### config.mk
export PLATFORM = sky130hd
export DESIGN_NAME = wb_async_register_flat
export DESIGN_NICKNAME = d
export VERILOG_FILES = /design/src/rtl/wb_async_register_if.sv /design/src/rtl/wb_async_register.sv /design/src/flat_wrapper.sv
export SDC_FILE = /design/constraint.sdc
export NUM_CORES = 1
export LEC_CHECK = 0
export CAP_MARGIN = 0
export CORE_ASPECT_RATIO = 0.7
export CORE_MARGIN = 4
export CORE_UTILIZATION = 41
export DETAILED_ROUTE_END_ITERATION = 16
export HOLD_SLACK_MARGIN = 0.05
export MAX_ROUTING_LAYER = met4
export PLACE_DENSITY_LB_ADDON = 0.3
export RECOVER_POWER = 100
export SYNTH_ARGS = -nofsm -noshare
export SYNTH_HDL_FRONTEND = slang
export SYNTH_SLANG_ARGS = --single-unit
### constraint.sdc
create_clock -name clk -period 2.31 [get_ports clk]
set_input_delay 0.462 -clock clk [delete_from_list [all_inputs] [get_ports clk]]
set_output_delay 0.462 -clock clk [all_outputs]
set_load 0.05 [all_outputs]
### src/rtl/wb_async_register_if.sv
// wb_async_register_if: classic Wishbone bus bundle.
// The master modport drives the request and the slave modport returns the response.
`default_nettype none

interface wb_async_register_if #(
    parameter int DATA_WIDTH   = 32,
    parameter int ADDR_WIDTH   = 32,
    parameter int SELECT_WIDTH = DATA_WIDTH / 8
);
    logic [ADDR_WIDTH-1:0]   adr;
    logic [DATA_WIDTH-1:0]   dat_w;
    logic [DATA_WIDTH-1:0]   dat_r;
    logic                    we;
    logic [SELECT_WIDTH-1:0] sel;
    logic                    stb;
    logic                    cyc;
    logic                    ack;
    logic                    err;
    logic                    rty;

    modport master (
        output adr, dat_w, we, sel, stb, cyc,
        input  dat_r, ack, err, rty
    );

    modport slave (
        input  adr, dat_w, we, sel, stb, cyc,
        output dat_r, ack, err, rty
    );
endinterface

`default_nettype wire

### src/rtl/wb_async_register.sv
// wb_async_register: Wishbone register slice that registers the request and the response paths.
// Optional macro WB_ASYNC_REG_ERR_RTY_EN forwards err/rty; otherwise they are reported as ack.
`default_nettype none

module wb_async_register #(
    parameter int DATA_WIDTH   = 32,
    parameter int ADDR_WIDTH   = 32,
    parameter int SELECT_WIDTH = DATA_WIDTH / 8
) (
    input  wire logic           clk,
    input  wire logic           rst,
    wb_async_register_if.slave  wbm,
    wb_async_register_if.master wbs
);
    typedef enum logic [0:0] {
        IDLE = 1'b0,
        BUSY = 1'b1
    } state_t;

    state_t                  state;
    logic [ADDR_WIDTH-1:0]   req_adr;
    logic [DATA_WIDTH-1:0]   req_dat;
    logic                    req_we;
    logic [SELECT_WIDTH-1:0] req_sel;
    logic                    req_stb;
    logic                    req_cyc;
    logic [DATA_WIDTH-1:0]   rsp_dat;
    logic                    rsp_ack;
    logic                    rsp_err;
    logic                    rsp_rty;

    logic rsp_busy;
    logic slave_term;

    // A response still on the master bus means the master is holding the request it just finished.
    assign rsp_busy   = rsp_ack | rsp_err | rsp_rty;
    assign slave_term = wbs.ack | wbs.err | wbs.rty;

    always_ff @(posedge clk) begin
        if (!rst) begin
            state   <= IDLE;
            req_adr <= '0;
            req_dat <= '0;
            req_we  <= 1'b0;
            req_sel <= '0;
            req_stb <= 1'b0;
            req_cyc <= 1'b0;
            rsp_dat <= '0;
            rsp_ack <= 1'b0;
            rsp_err <= 1'b0;
            rsp_rty <= 1'b0;
        end else begin
            rsp_ack <= 1'b0;
            rsp_err <= 1'b0;
            rsp_rty <= 1'b0;
            case (state)
                IDLE: begin
                    if (wbm.cyc && wbm.stb && !rsp_busy) begin
                        req_adr <= wbm.adr;
                        req_dat <= wbm.dat_w;
                        req_we  <= wbm.we;
                        req_sel <= wbm.sel;
                        req_stb <= 1'b1;
                        req_cyc <= 1'b1;
                        state   <= BUSY;
                    end else if (!wbm.cyc) begin
                        req_cyc <= 1'b0;
                    end
                end
                BUSY: begin
                    if (!wbm.cyc) begin
                        // Abort: any response arriving this cycle is dropped.
                        req_stb <= 1'b0;
                        req_cyc <= 1'b0;
                        state   <= IDLE;
                    end else if (slave_term) begin
                        req_stb <= 1'b0;
                        rsp_dat <= wbs.dat_r;
                        state   <= IDLE;
`ifdef WB_ASYNC_REG_ERR_RTY_EN
                        if (wbs.ack) begin
                            rsp_ack <= 1'b1;
                        end else if (wbs.err) begin
                            rsp_err <= 1'b1;
                        end else begin
                            rsp_rty <= 1'b1;
                        end
`else
                        rsp_ack <= 1'b1;
`endif
                    end
                end
                default: state <= IDLE;
            endcase
        end
    end

    assign wbs.adr   = req_adr;
    assign wbs.dat_w = req_dat;
    assign wbs.we    = req_we;
    assign wbs.sel   = req_sel;
    assign wbs.stb   = req_stb;
    assign wbs.cyc   = req_cyc;

    assign wbm.dat_r = rsp_dat;
    assign wbm.ack   = rsp_ack;
    assign wbm.err   = rsp_err;
    assign wbm.rty   = rsp_rty;
endmodule

`default_nettype wire

### src/flat_wrapper.sv
// flat-port wrapper written by rule: the top's interface ports become plain ports
module wb_async_register_flat 
#(
    parameter int DATA_WIDTH   = 32,
    parameter int ADDR_WIDTH   = 32,
    parameter int SELECT_WIDTH = DATA_WIDTH / 8
)
  (clk, rst, wbm_adr, wbm_dat_w, wbm_we, wbm_sel, wbm_stb, wbm_cyc, wbm_dat_r, wbm_ack, wbm_err, wbm_rty, wbs_adr, wbs_dat_w, wbs_we, wbs_sel, wbs_stb, wbs_cyc, wbs_dat_r, wbs_ack, wbs_err, wbs_rty);
  wb_async_register_if #(.DATA_WIDTH(DATA_WIDTH), .ADDR_WIDTH(ADDR_WIDTH), .SELECT_WIDTH(SELECT_WIDTH)) wbm_i ();
  wb_async_register_if #(.DATA_WIDTH(DATA_WIDTH), .ADDR_WIDTH(ADDR_WIDTH), .SELECT_WIDTH(SELECT_WIDTH)) wbs_i ();
  input  wire logic clk;
  input  wire logic rst;
  input wire logic [$bits(wbm_i.adr)-1:0] wbm_adr;
  input wire logic [$bits(wbm_i.dat_w)-1:0] wbm_dat_w;
  input wire logic [$bits(wbm_i.we)-1:0] wbm_we;
  input wire logic [$bits(wbm_i.sel)-1:0] wbm_sel;
  input wire logic [$bits(wbm_i.stb)-1:0] wbm_stb;
  input wire logic [$bits(wbm_i.cyc)-1:0] wbm_cyc;
  output wire logic [$bits(wbm_i.dat_r)-1:0] wbm_dat_r;
  output wire logic [$bits(wbm_i.ack)-1:0] wbm_ack;
  output wire logic [$bits(wbm_i.err)-1:0] wbm_err;
  output wire logic [$bits(wbm_i.rty)-1:0] wbm_rty;
  output wire logic [$bits(wbs_i.adr)-1:0] wbs_adr;
  output wire logic [$bits(wbs_i.dat_w)-1:0] wbs_dat_w;
  output wire logic [$bits(wbs_i.we)-1:0] wbs_we;
  output wire logic [$bits(wbs_i.sel)-1:0] wbs_sel;
  output wire logic [$bits(wbs_i.stb)-1:0] wbs_stb;
  output wire logic [$bits(wbs_i.cyc)-1:0] wbs_cyc;
  input wire logic [$bits(wbs_i.dat_r)-1:0] wbs_dat_r;
  input wire logic [$bits(wbs_i.ack)-1:0] wbs_ack;
  input wire logic [$bits(wbs_i.err)-1:0] wbs_err;
  input wire logic [$bits(wbs_i.rty)-1:0] wbs_rty;
  assign wbm_i.adr = wbm_adr;
  assign wbm_i.dat_w = wbm_dat_w;
  assign wbm_i.we = wbm_we;
  assign wbm_i.sel = wbm_sel;
  assign wbm_i.stb = wbm_stb;
  assign wbm_i.cyc = wbm_cyc;
  assign wbm_dat_r = wbm_i.dat_r;
  assign wbm_ack = wbm_i.ack;
  assign wbm_err = wbm_i.err;
  assign wbm_rty = wbm_i.rty;
  assign wbs_adr = wbs_i.adr;
  assign wbs_dat_w = wbs_i.dat_w;
  assign wbs_we = wbs_i.we;
  assign wbs_sel = wbs_i.sel;
  assign wbs_stb = wbs_i.stb;
  assign wbs_cyc = wbs_i.cyc;
  assign wbs_i.dat_r = wbs_dat_r;
  assign wbs_i.ack = wbs_ack;
  assign wbs_i.err = wbs_err;
  assign wbs_i.rty = wbs_rty;
  wb_async_register #(.DATA_WIDTH(DATA_WIDTH), .ADDR_WIDTH(ADDR_WIDTH), .SELECT_WIDTH(SELECT_WIDTH)) u_core (.clk(clk), .rst(rst), .wbm(wbm_i), .wbs(wbs_i));
endmodule
==> results_dict.tcl <==
set metrics [dict create \
    status "complete, no violations" \
    nFillCells 680 \
    synthAdderAreaFrac_pct 0 \
    firstDrtPassIters 4 \
    ys.warnings.count 0 \
    place_congestion 0.780 \
    core-area_um2 8620 \
    ys_seq_area_share_pct 56.8 \
    layout_commonest_cell "nand2_1" \
    cts_root_buf "clkbuf_16" \
    finalSetupTns_ns 0 \
    path_buf_inv 1 \
    die_w_um 122 \
    drc 0 \
    yosys_register_bits 105 \
    p_leak_nw 2.53 \
    nets 761 \
    criticalPathCategory "reg2out" \
    path_clk_slew_ns 0.07 \
    row_count 28 \
    antenna_cells 0 \
    cts-htree-levels 3 \
    final_max_slew_viol_count 0 \
    clock-skew-final_ns 0.00761 \
    wl_per_cell_um 14.9 \
    yosys.area_share.simple_pct 23.0 \
    cp.arrival_ns 1.62 \
    max-clock-path-buffers 2 \
    slew-limit-headroom_pct 44.4 \
    hold_class "reg2reg" \
    synthesis.instances 461 \
    path_cells "dlygate4sd3_1" \
    hpwl_um 8580 \
    antenna_found_initial 0 \
    dieArea_um2 10600 \
    synth_top_family_by_area "simple AND/OR/NAND/NOR gates" \
    tightestPinTransition_ns 0.834 \
    min_period_over_period_pct 90.3 \
    post-route-min-period_ns 2.08 \
    io_pins 214 \
    grt_pass1_vias 3711 \
    final_cells 778 \
    cts_hold_buffers 0 \
    routed_via_density 4.87 \
    worstPathRequired_ns 1.85 \
    clock-sinks 105 \
    grt_max_degree 66 \
    cts_buffers 9 \
    cts_tree "built" \
    reg2reg_slack_ns 0.71 \
    r2r_start "u_core.state" \
    hold_depth 2 \
    critPathCaptureType "primary output" \
    grt_usage_pct 22.1 \
    slowest_stage "dlygate4sd3_1" \
    synth_area_um2 3700 \
    holdPathEnd "u_core.wbs.dat_w[20]" \
    fin_hold_ws_ns 0.449 \
    path_delay_family "buffers and inverters" \
    ys_types 21 \
    max_stage_delay_ns 0.91 \
    syn_avg_cell_area_um2 8.02 \
    grt_overflow 0 \
    area_growth_pct 66.2 \
    fp.dieH_um 87.5 \
    multi_input_area_um2 1410 \
    cts_setup_buffers 0 \
    reg2reg_to "u_core.wbs.dat_w[29]" \
    layout_common_cells "171 x nand2_1, 106 x dlygate4sd3_1, 105 x dfxtp_1, 104 x clkdlybuf4s50_1, 71 x a21oi_1" \
    ctsResizeCount 0 \
    ff_latch_area_um2 2100 \
    ir_drop_mv 0.490 \
    max_freq_mhz 480 \
    final_antenna_net_count 0 \
    reg2regPathDepth 4 \
    grt_pass1_wl_um 17900 \
    start_kind "flip-flop" \
    synth_compound_area_share_pct 14.3 \
    cap_violations 0 \
    cp_max_fo 3 \
    start_util_pct 42.9 \
    power_density_nw_per_um2 666 \
    synthXorXnorAreaFrac_pct 0 \
    totalWireLength_um 11600 \
    hold_viol 0 \
    worstHoldStart "u_core.wbs.dat_w[20]" \
    setup_viol 0 \
    drive_above_1_share_pct 3.95 \
    vias 3789 \
    grt_setup_unrepaired "no" \
    dp.cells 762 \
    detail_route.iter0.violations 268 \
    synthMuxAreaShare_pct 0 \
    clk_latency_ns 0.34 \
    io_buffers 211 \
]
layout make-up:
class                   instances  area share (%)
inverters                       1          0.0611
well taps                     120            2.44
clock buffers                  11            3.95
repair buffers                219            35.8
multi-input cells             317            22.9
clock inverters                 5           0.672
flip-flops and latches        105            34.2
logic make-up after synthesis:
group	Yosys count
AND/OR/NAND/NOR	210
other	1
buffers and inverters	40
AO/OA/AOI/OAI	105
flip-flops	105
synth_stat cells:
library cell | number | area [um2]
a21oi_1 | 71 | 355
nand4bb_1 | 1 | 11.3
o21ai_0 | 31 | 155
o21ai_1 | 1 | 5.00
nor2_1 | 1 | 3.75
nand2b_1 | 1 | 6.26
dfxtp_1 | 105 | 2100
nand2_1 | 171 | 642
a31oi_1 | 1 | 6.26
o311ai_1 | 1 | 8.76
buf_4 | 7 | 52.6
inv_2 | 1 | 3.75
nand3_1 | 34 | 170
buf_2 | 15 | 75.1
clkbuf_2 | 1 | 5.00
nor3_1 | 1 | 5.00
buf_6 | 2 | 22.5
buf_1 | 1 | 3.75
and4bb_1 | 1 | 12.5
clkbuf_1 | 13 | 48.8
conb_1 | 1 | 3.75
metal layers:
metal	GRT usage, %	vias up	wire, um
li1	-	1893	-
met1	24.2	1719	4670
met2	36.4	156	5510
met3	8.96	21	1160
met4	8.04	0	275
met5	-	-	0
metrics by stage:
step                power, mW  utilization [%]  setup WS [ns]  instance area (um2)
floorplan                2.37                -          0.812                 3700
global placement         2.72             68.3          0.317                 5880
detailed placement       2.74             68.3          0.270                 5880
CTS                      4.19             71.6          0.268                 6170
global route             4.26             71.3          0.164                 6150
finish                   4.09             71.3          0.225                 6150
power breakdown:
group	switching, mW	internal (mW)	leakage, nW
Sequential	0.0340	1.88	0.855
Combinational	0.443	0.305	1.54
Clock	0.662	0.766	0.132
registers in the layout (all words and copies together) (netlist names):
name	flops
u_core.wbs.dat_w	32
u_core.state	1
u_core.wbs.sel	4
u_core.wbs.adr	32
u_core.wbs.we	1
u_core.wbm.dat_r	32
u_core.wbs.cyc	1
u_core.wbm.ack	1
u_core.wbs.stb	1
worst max path at each step:
stage / start / endpoint / slack (ns) / cells after the start
detailed placement: wbm_cyc / u_core.wbs.we / 0.27 / 5
CTS: u_core.wbs.stb / wbs_stb / 0.27 / 1
global placement: wbm_cyc / u_core.wbs.dat_w[0] / 0.32 / 5
floorplan: u_core.wbm.ack / u_core.wbs.dat_w[24] / 0.81 / 6
finish: u_core.wbm.ack / wbm_ack / 0.23 / 1
global route: u_core.wbs.stb / wbs_stb / 0.16 / 1
No activity file was read; power rests on OpenSTA's default activity.
